File: config.mk
export PLATFORM = sky130hd
export DESIGN_NAME = aro_run_controller
export DESIGN_NICKNAME = d
export VERILOG_FILES = /design/src/rtl/aro_pkg.sv /design/src/rtl/aro_run_controller_rd_pointer.sv /design/src/rtl/aro_run_controller.sv
export SDC_FILE = /design/constraint.sdc
export NUM_CORES = 1
export LEC_CHECK = 0
export ABC_AREA = 1
export BUFFER_PORTS_ARGS = -buffer_cell sky130_fd_sc_hd__buf_4
export CAP_MARGIN = 20
export CORE_AREA = 2 2 69 71
export CTS_CLUSTER_DIAMETER = 120
export DETAILED_ROUTE_END_ITERATION = 8
export DIE_AREA = 0 0 71 73
export GPL_TIMING_DRIVEN = 0
export HOLD_SLACK_MARGIN = 0.02
export PLACE_DENSITY = 0.82
export SYNTH_ARGS = -nofsm -noshare
export SYNTH_HDL_FRONTEND = slang
export SYNTH_SLANG_ARGS = --single-unit
File: constraint.sdc
create_clock -name clk -period 1.5 [get_ports clk]
set_input_delay 0.225 -clock clk [delete_from_list [all_inputs] [get_ports clk]]
set_output_delay 0.225 -clock clk [all_outputs]
set_load 0.02 [all_outputs]
File: src/rtl/aro_pkg.sv
// ---------------------------------------------------------------------------
// aro_pkg
// Shared definitions for the ARO run controller.
//   - aro_state_e      : run controller FSM state encoding
//   - calc_out_count() : OUT_COUNT, the number of filtered results one run
//                        produces (NUM_SAMPLES - N + 1)
//   - calc_pipe_depth(): PIPE_DEPTH, the depth of the valid/address delay
//                        line (2 + FILTER_LAT)
// No ports; imported by the controller top.
// ---------------------------------------------------------------------------
package aro_pkg;

  typedef enum logic [1:0] {
    ST_IDLE   = 2'd0,
    ST_STREAM = 2'd1,
    ST_DRAIN  = 2'd2,
    ST_DONE   = 2'd3
  } aro_state_e;

  // OUT_COUNT: a length-N window only yields a result once it is full.
  function automatic int calc_out_count(input int num_samples, input int n);
    return num_samples - n + 1;
  endfunction

  // PIPE_DEPTH: one cycle of ROM read latency, then FILTER_LAT cycles of
  // filter latency, then one cycle to register the filter result.
  function automatic int calc_pipe_depth(input int filter_lat);
    return 2 + filter_lat;
  endfunction

endpackage

File: src/rtl/aro_run_controller_rd_pointer.sv
// ---------------------------------------------------------------------------
// rd_pointer
// Modulo up/down counter used as the display readback pointer into the
// result RAM. Counts within 0 .. TOP and wraps at both ends.
// Ports:
//   clk, rst   : clock, synchronous active-high reset (pointer -> 0)
//   clr        : clear to 0, wins over the step inputs
//   up, down   : single-cycle step pulses; both high means no change
//   ptr        : current pointer value
// ---------------------------------------------------------------------------
module rd_pointer #(
  parameter int WIDTH = 8,
  parameter int TOP   = 246
) (
  input  logic             clk,
  input  logic             rst,
  input  logic             clr,
  input  logic             up,
  input  logic             down,
  output logic [WIDTH-1:0] ptr
);

  localparam logic [WIDTH-1:0] TOP_V = WIDTH'(TOP);

  logic [WIDTH-1:0] ptr_q;
  logic [WIDTH-1:0] ptr_d;

  // Next pointer value: clear first, then a lone up or lone down step with
  // wraparound; simultaneous up and down cancel each other.
  always_comb begin
    ptr_d = ptr_q;
    if (clr) begin
      ptr_d = '0;
    end else if (up && !down) begin
      ptr_d = (ptr_q == TOP_V) ? '0 : ptr_q + 1'b1;
    end else if (down && !up) begin
      ptr_d = (ptr_q == '0) ? TOP_V : ptr_q - 1'b1;
    end
  end

  // Pointer register.
  always_ff @(posedge clk) begin
    if (rst) begin
      ptr_q <= '0;
    end else begin
      ptr_q <= ptr_d;
    end
  end

  assign ptr = ptr_q;

endmodule

File: src/rtl/aro_run_controller.sv
// ---------------------------------------------------------------------------
// aro_run_controller
// Sequences one run of the ARO filter: streams NUM_SAMPLES ROM addresses,
// enables the length-N filter one cycle behind each ROM read, and writes one
// filtered result per full window into the result RAM. A readback pointer
// lets the display step through the results.
// Ports:
//   clk, rst            : clock, synchronous active-high reset
//   start               : single-cycle run request (ignored while busy)
//   step_up, step_down  : readback pointer step pulses
//   rom_en, rom_addr    : ROM read (1-cycle synchronous read)
//   filt_en, filt_clr   : filter consume strobe, filter window clear pulse
//   ram_wr_en/_addr     : result RAM write
//   ram_rd_addr         : readback pointer for the display
//   busy, done          : run status
// ---------------------------------------------------------------------------
module aro_run_controller
  import aro_pkg::*;
#(
  parameter int N           = 9,
  parameter int NUM_SAMPLES = 255,
  parameter int ADDR_BITS   = 8,
  parameter int FILTER_LAT  = 1
) (
  input  logic                 clk,
  input  logic                 rst,
  input  logic                 start,
  input  logic                 step_up,
  input  logic                 step_down,
  output logic                 rom_en,
  output logic [ADDR_BITS-1:0] rom_addr,
  output logic                 filt_en,
  output logic                 filt_clr,
  output logic                 ram_wr_en,
  output logic [ADDR_BITS-1:0] ram_wr_addr,
  output logic [ADDR_BITS-1:0] ram_rd_addr,
  output logic                 busy,
  output logic                 done
);

  localparam int OUT_COUNT  = calc_out_count(NUM_SAMPLES, N);
  localparam int PIPE_DEPTH = calc_pipe_depth(FILTER_LAT);

  localparam logic [ADDR_BITS-1:0] LAST_ADDR  = ADDR_BITS'(NUM_SAMPLES - 1);
  localparam logic [ADDR_BITS-1:0] TAP_OFFSET = ADDR_BITS'(N - 1);

  aro_state_e state_q, state_d;

  logic [ADDR_BITS-1:0]                 rom_addr_q, rom_addr_d;
  logic [PIPE_DEPTH-1:0]                valid_q, valid_d;
  logic [PIPE_DEPTH-1:0][ADDR_BITS-1:0] paddr_q, paddr_d;

  logic                 start_accept;
  logic [ADDR_BITS-1:0] tail_addr;
  logic                 tail_write;
  logic                 last_write;

  // A start only counts when no run is in progress; reset overrides it.
  assign start_accept = start && !rst && (state_q == ST_IDLE || state_q == ST_DONE);

  // The tail of the delay line is the sample whose filter result is ready
  // now; samples before the window fills produce no result.
  assign tail_addr  = paddr_q[PIPE_DEPTH-1];
  assign tail_write = valid_q[PIPE_DEPTH-1] && (tail_addr >= TAP_OFFSET);
  assign last_write = tail_write && (tail_addr == LAST_ADDR);

  // State register.
  always_ff @(posedge clk) begin
    if (rst) begin
      state_q <= ST_IDLE;
    end else begin
      state_q <= state_d;
    end
  end

  // Next-state logic: stream the ROM, then drain the delay line until the
  // last result has been written.
  always_comb begin
    state_d = state_q;
    unique case (state_q)
      ST_IDLE, ST_DONE: if (start_accept)              state_d = ST_STREAM;
      ST_STREAM:        if (rom_addr_q == LAST_ADDR)   state_d = ST_DRAIN;
      ST_DRAIN:         if (last_write)                state_d = ST_DONE;
      default:                                         state_d = ST_IDLE;
    endcase
  end

  // Output logic. Addresses are forced to 0 outside their enable cycles so
  // idle outputs are quiet.
  always_comb begin
    filt_clr    = start_accept;
    rom_en      = (state_q == ST_STREAM);
    rom_addr    = rom_en ? rom_addr_q : '0;
    filt_en     = valid_q[0];
    ram_wr_en   = tail_write;
    ram_wr_addr = tail_write ? (tail_addr - TAP_OFFSET) : '0;
    busy        = (state_q == ST_STREAM) || (state_q == ST_DRAIN);
    done        = (state_q == ST_DONE);
  end

  // Datapath next values: ROM address counter and the valid/address delay
  // line that times filt_en (stage 0) and the RAM write (last stage).
  always_comb begin
    rom_addr_d = rom_addr_q;
    if (start_accept) begin
      rom_addr_d = '0;
    end else if (state_q == ST_STREAM) begin
      rom_addr_d = rom_addr_q + 1'b1;
    end
    valid_d = {valid_q[PIPE_DEPTH-2:0], rom_en};
    paddr_d = {paddr_q[PIPE_DEPTH-2:0], rom_addr};
  end

  // Datapath registers; reset empties the delay line so an aborted run
  // cannot produce late RAM writes.
  always_ff @(posedge clk) begin
    if (rst) begin
      rom_addr_q <= '0;
      valid_q    <= '0;
      paddr_q    <= '0;
    end else begin
      rom_addr_q <= rom_addr_d;
      valid_q    <= valid_d;
      paddr_q    <= paddr_d;
    end
  end

  // Readback pointer, cleared by every accepted start.
  rd_pointer #(
    .WIDTH (ADDR_BITS),
    .TOP   (OUT_COUNT - 1)
  ) u_rd_pointer (
    .clk  (clk),
    .rst  (rst),
    .clr  (start_accept),
    .up   (step_up),
    .down (step_down),
    .ptr  (ram_rd_addr)
  );

endmodule

; ---- After elaboration in Yosys (flattened, before gate mapping)
; Cells that the tools add are included.
[word_totals]
output_inout_bits = 30
regBits = 45
[classes]
n_addsub = 4
muxes = 10
n_reduce_logical = 17
n_lt_le_gt_ge = 1
n_eq_ne = 9
[op_table]
columns = cell, n
row1 = 8-bit two-way mux, 6
row2 = 8-bit equality test (second input constant), 3
row3 = 8-bit by 1-bit adder with 8-bit output (second input constant), 2
row4 = 8-bit by 4-bit >= comparator with 1-bit output (second input constant), 1
row5 = 8-bit zero test, 1
row6 = 8-bit by 1-bit subtractor with 8-bit output (second input constant), 1
row7 = 8-bit by 4-bit subtractor with 8-bit output (second input constant), 1
row8 = 1-bit logical AND, 6
row9 = 2-bit two-way mux, 3
row10 = 2-bit one-hot mux with 3 select lines, 1
row11 = 2-bit equality test (second input constant), 2
row12 = 2-bit != test (second input constant), 2
row13 = 2-bit OR reduction, 2
row14 = 1-bit zero test, 3
row15 = 3-bit AND reduction, 1
row16 = 2-bit by 1-bit equality test with 1-bit output (second input constant), 1
row17 = 2-bit zero test, 1
row18 = 1-bit logical OR, 2
row19 = 2-bit by 1-bit != test with 1-bit output (second input constant), 1
row20 = 2-bit nonzero test, 1

; ---- Longest topological paths before layout
[depth]
depth_word = 5
mapped_depth = 11
ltp_nobuf = 11

; ---- Hierarchy
; From an unflattened synthesis, not the netlist that was laid out.
[hier_totals]
hier_cells = 333
hier_area_um2 = 2306.0
[modules_own_cells]
columns = module, seq_area_each_um2, cells_each, n_inst, area_per_inst_um2
row1 = aro_run_controller, 740.7, 207, 1, 1557.7
row2 = rd_pointer, 160.2, 126, 1, 748.2

; ---- Worst setup path after synthesis
; No wires, ideal clock.
[synth_timing]
path_type = register to register
startpoint = register state_q[0]
endpoint = register rom_addr_q[4]
n_path_buf = 0
t_arrival_ns = 1.547
setup_ns = 0.118
period_less_slack_ns = 1.665
path_stages_with_launch = 8
slack_ns = -0.165
required_ns = 1.382
cell_sequence = dfxtp_1 > inv_1 > ha_1 > inv_1 > nor3_2 > nor2_4 > inv_2 > nor3_1
[synth_between]
elab_chain_len = 4
elab_cells_between_ends = 6
[synth_lines]
columns = item, line
row1 = start: declaration, aro_run_controller.sv:47  ; aro_state_e state_q, state_d;
row2 = start signal: assignment, aro_run_controller.sv:72  ; state_q <= state_d;
row3 = 2-bit equality test / 2-bit zero test (equally long branches), aro_run_controller.sv:59  ; assign start_accept = start && !rst && (state_q == ST_IDLE || state_q == ST_DONE);
row4 = 1-bit logical OR (*), aro_run_controller.sv:59
row5 = 1-bit logical AND (*), aro_run_controller.sv:59
row6 = via filt_clr, aro_run_controller.sv:33  ; output logic filt_clr,
row7 = 2-bit OR reduction (no source line) (*), --
row8 = end signal: assignment, aro_run_controller.sv:122  ; rom_addr_q <= rom_addr_d;
row9 = end: declaration, aro_run_controller.sv:49  ; logic [ADDR_BITS-1:0] rom_addr_q, rom_addr_d;
; Mark *: on every way through the listed nets, which the timed path passes. The rest lies on a longest branch.
; A chain may end at the register's enable or synchronous reset.

; ---- Worst setup path in the final report
[layout_timing]
startpoint = register state_q[1]
endpoint = register state_q[0]
[layout_between]
elab_chain_len = 5
elab_cells_between_ends = 12
[layout_lines]
columns = item, line
row1 = 2-bit equality test / 2-bit zero test (equally long branches), "aro_run_controller.sv:59, aro_run_controller.sv:80"
row2 = 1-bit logical OR, aro_run_controller.sv:59
row3 = 1-bit logical AND, aro_run_controller.sv:59
row4 = 2-bit != test (no source line), --
row5 = 3-bit AND reduction (no source line), --
; Parallel ways exist; a longest one is shown, timed or not.

==> impl_metrics.tcl <==
set metrics [dict create \
    fin_area_um2 3500 \
    r2r-start "state_q[1]$_SDFFE_PP0P_" \
    p_per_area_nw_per_um2 1300 \
    postCtsHoldBufs 0 \
    setup_ws_ps -150 \
    cts_buffer_depth 2 \
    ir_drop_v 0.000909 \
    endpoint_kind "register" \
    tightest_slew_ps 523 \
    synth_area_per_cell_um2 7.17 \
    die_w_um 71 \
    grt_overflow 0 \
    max-slew-margin-rel_pct 65.1 \
    path_class "register to register" \
    cp_slowest_cell "dfxtp_4" \
    track_usage_pct 27.4 \
    start_kind "register" \
    path_cells "inv_4 > ha_4 > buf_8 > buf_6 > buf_6 > buf_6 > o21ai_4 > nand3_2 > nand2_2 > nand2_1 > nor2_1" \
    synthArstFlopShare_pct 0 \
    fin_setup_tns_ps -2340 \
    crit_buf_inv 5 \
    power.total_mw 4.57 \
    fin_nets 417 \
    dp_slack_ps -61.4 \
    synth_fp_nets 342 \
    synth_top_area_share_pct 38.6 \
    period_needed_ps 1650 \
    port_buffers 34 \
    synth_cell_types 30 \
    cp-startpoint "state_q[1]$_SDFFE_PP0P_" \
    wire_per_inst_um 16.2 \
    viasPerCell 5.30 \
    ys_seq_elements 45 \
    core-area_um2 4540 \
    totalWireLength_um 7350 \
    yosysMostFrequentCell "inv_1" \
    synthCells 325 \
    hp-start "rst" \
    final.period_utilization_pct 110 \
    cp_common_cell "buf_6" \
    synth_area_um2 2330 \
    first_pass_iters 5 \
    drtIter0Drc 185 \
    ys_top_cells_by_count "inv_1 (57), nor2_1 (54), nand2_1 (51)" \
    cts_num_sinks 45 \
    htreeDepth 2 \
    hp-class "primary input to register" \
    final_antenna_net_count 0 \
    die_h_um 73 \
    slowest_delay_ps 380 \
    clkTransAtPathRegs_ps 100 \
    gp_congestion 0.861 \
    dieArea_um2 5180 \
    fillers 274 \
    grt_pass1_vias 2250 \
    clk_latency_ps 310 \
    crit_family "buffers and inverters" \
    seq_area_frac_synth_pct 38.6 \
    antenna_cells 0 \
    crit_arrival_ps 1900 \
    drv_cap 0 \
    hold_viol 0 \
    grt_max_degree 16 \
    synth_area_leader_cell "dfxtp_1" \
    fin_hold_ws_ps 278 \
    power_leakage_nw 1.71 \
    violations "setup timing" \
    hpwl_um 3360 \
    initial_utilization_pct 51.4 \
    clock_skew_ps 12.6 \
    critPathMaxFanout 6 \
    root_buffer "clkbuf_8" \
    numCtsBuffers 5 \
    ioPinCount 35 \
    rsz0062_at_grt "true" \
    ys.warnings.count 0 \
    grt_pass1_wl_um 10900 \
    synth-edff-count 0 \
    dr_total_vias 2412 \
    drc 0 \
    ys.flop_type "dfxtp_1" \
    setup_viol 29 \
    synth.top_cells.by_area "dfxtp_1 (39%), inv_1 (9.2%), nor2_1 (8.7%)" \
    status "complete, but fails checks" \
    num_rows 25 \
    antenna_found_initial 0 \
    fmax_ghz 0.606 \
    layout-drive-gt1-share_pct 45.9 \
    cts_tree "yes" \
    slew_violations 0 \
    dpl_cell_area_um2 2660 \
    area_growth_syn_to_layout_pct 50.2 \
    required_ps 1750 \
]
## power breakdown
part           internal [mW]  total [mW]  switching, mW
clock                  0.499       0.964          0.465
combinational          0.967        2.18           1.21
sequential              1.30        1.42          0.125
total                   2.77        4.57           1.80
## worst paths after layout
check | endpoint | slack, ps | cells past startpoint
max reg2reg | state_q[0]$_SDFFE_PP0P_ | -150 | 11
min reg2reg | tail_addr[7]$_SDFF_PP0_ | 400 | 2
min | rom_addr_q[1]$_SDFFE_PP0P_ | 280 | 4
max | state_q[0]$_SDFFE_PP0P_ | -150 | 11
## tightest hold or removal path: stages
cell and delay, ps:
buf_4 160, nor2_4 70, nand2_1 60, inv_1 40
## timing repair
item,4_1_cts,5_1_grt
setup buffers,31,11
endpoints found under the setup margin,27,39
gates cloned,1,0
hold endpoints to repair,0,0
pin swaps,16,11
gates resized for setup,102,50
## per-layer routing
metal	vias to the layer above	track usage (%)	wire, µm
met5	-	0	0
met4	0	11.1	272
met3	27	5.66	485
met2	138	50.4	3870
met1	1115	30.8	2720
li1	1132	-	-
## state kept, by name, summed over array words and instances (netlist names)
register	count
rom_addr_q	8
valid_q	3
state_q	2
paddr_d	16
u_rd_pointer.ptr	8
tail_addr	8
## through the flow
step / std cells / util [%]
floorplan: 325 / -
global placement: 413 / 58.7
detailed placement: 413 / 58.7
CTS: 447 / 72.4
global route: 455 / 77.2
finish: 455 / 77.2
## logic make-up (layout without fill, tap and decap cells)
logic type,count (synthesis),in the layout,synth area share (%)
AND/OR/NAND/NOR,147,148,28.6
buffers and inverters,80,155,16.1
flip-flops,45,45,38.6
AO/OA/AOI/OAI,36,36,8.37
adder cells (fa/ha/maj),12,12,6.44
XOR/XNOR,5,5,1.88
## cells in the final DEF (no fill, tap or decap), drive strengths merged
cell type  synthesis  routed
dfxtp             45      45
o21bai             2       2
bufinv             0       1
and3               1       1
ha                12      12
nand3             17      17
nand2             55      55
clkbuf             1       6
xnor2              1       1
xor2               4       4
buf               17      84
nor3b              1       1
or2                2       2
a31oi              2       2
clkinvlp           0       1
nor2              62      63
inv               62      62
clkinv             0       1
nor3               5       5
o21ai             16      16
a21oi             16      16
nand4              4       4
## final cells by class
class / count / area [µm²] / area share (%)
plain buffers: 11 / 101 / 2.89
multi-input cells: 201 / 1330 / 38.1
clock buffers: 5 / 68.8 / 1.97
repair buffers: 74 / 703 / 20.1
inverters: 62 / 253 / 7.22
well taps: 54 / 67.6 / 1.93
flip-flops and latches: 45 / 927 / 26.5
clock inverters: 3 / 46.3 / 1.32
No activity file was read; power rests on OpenSTA's default activity.
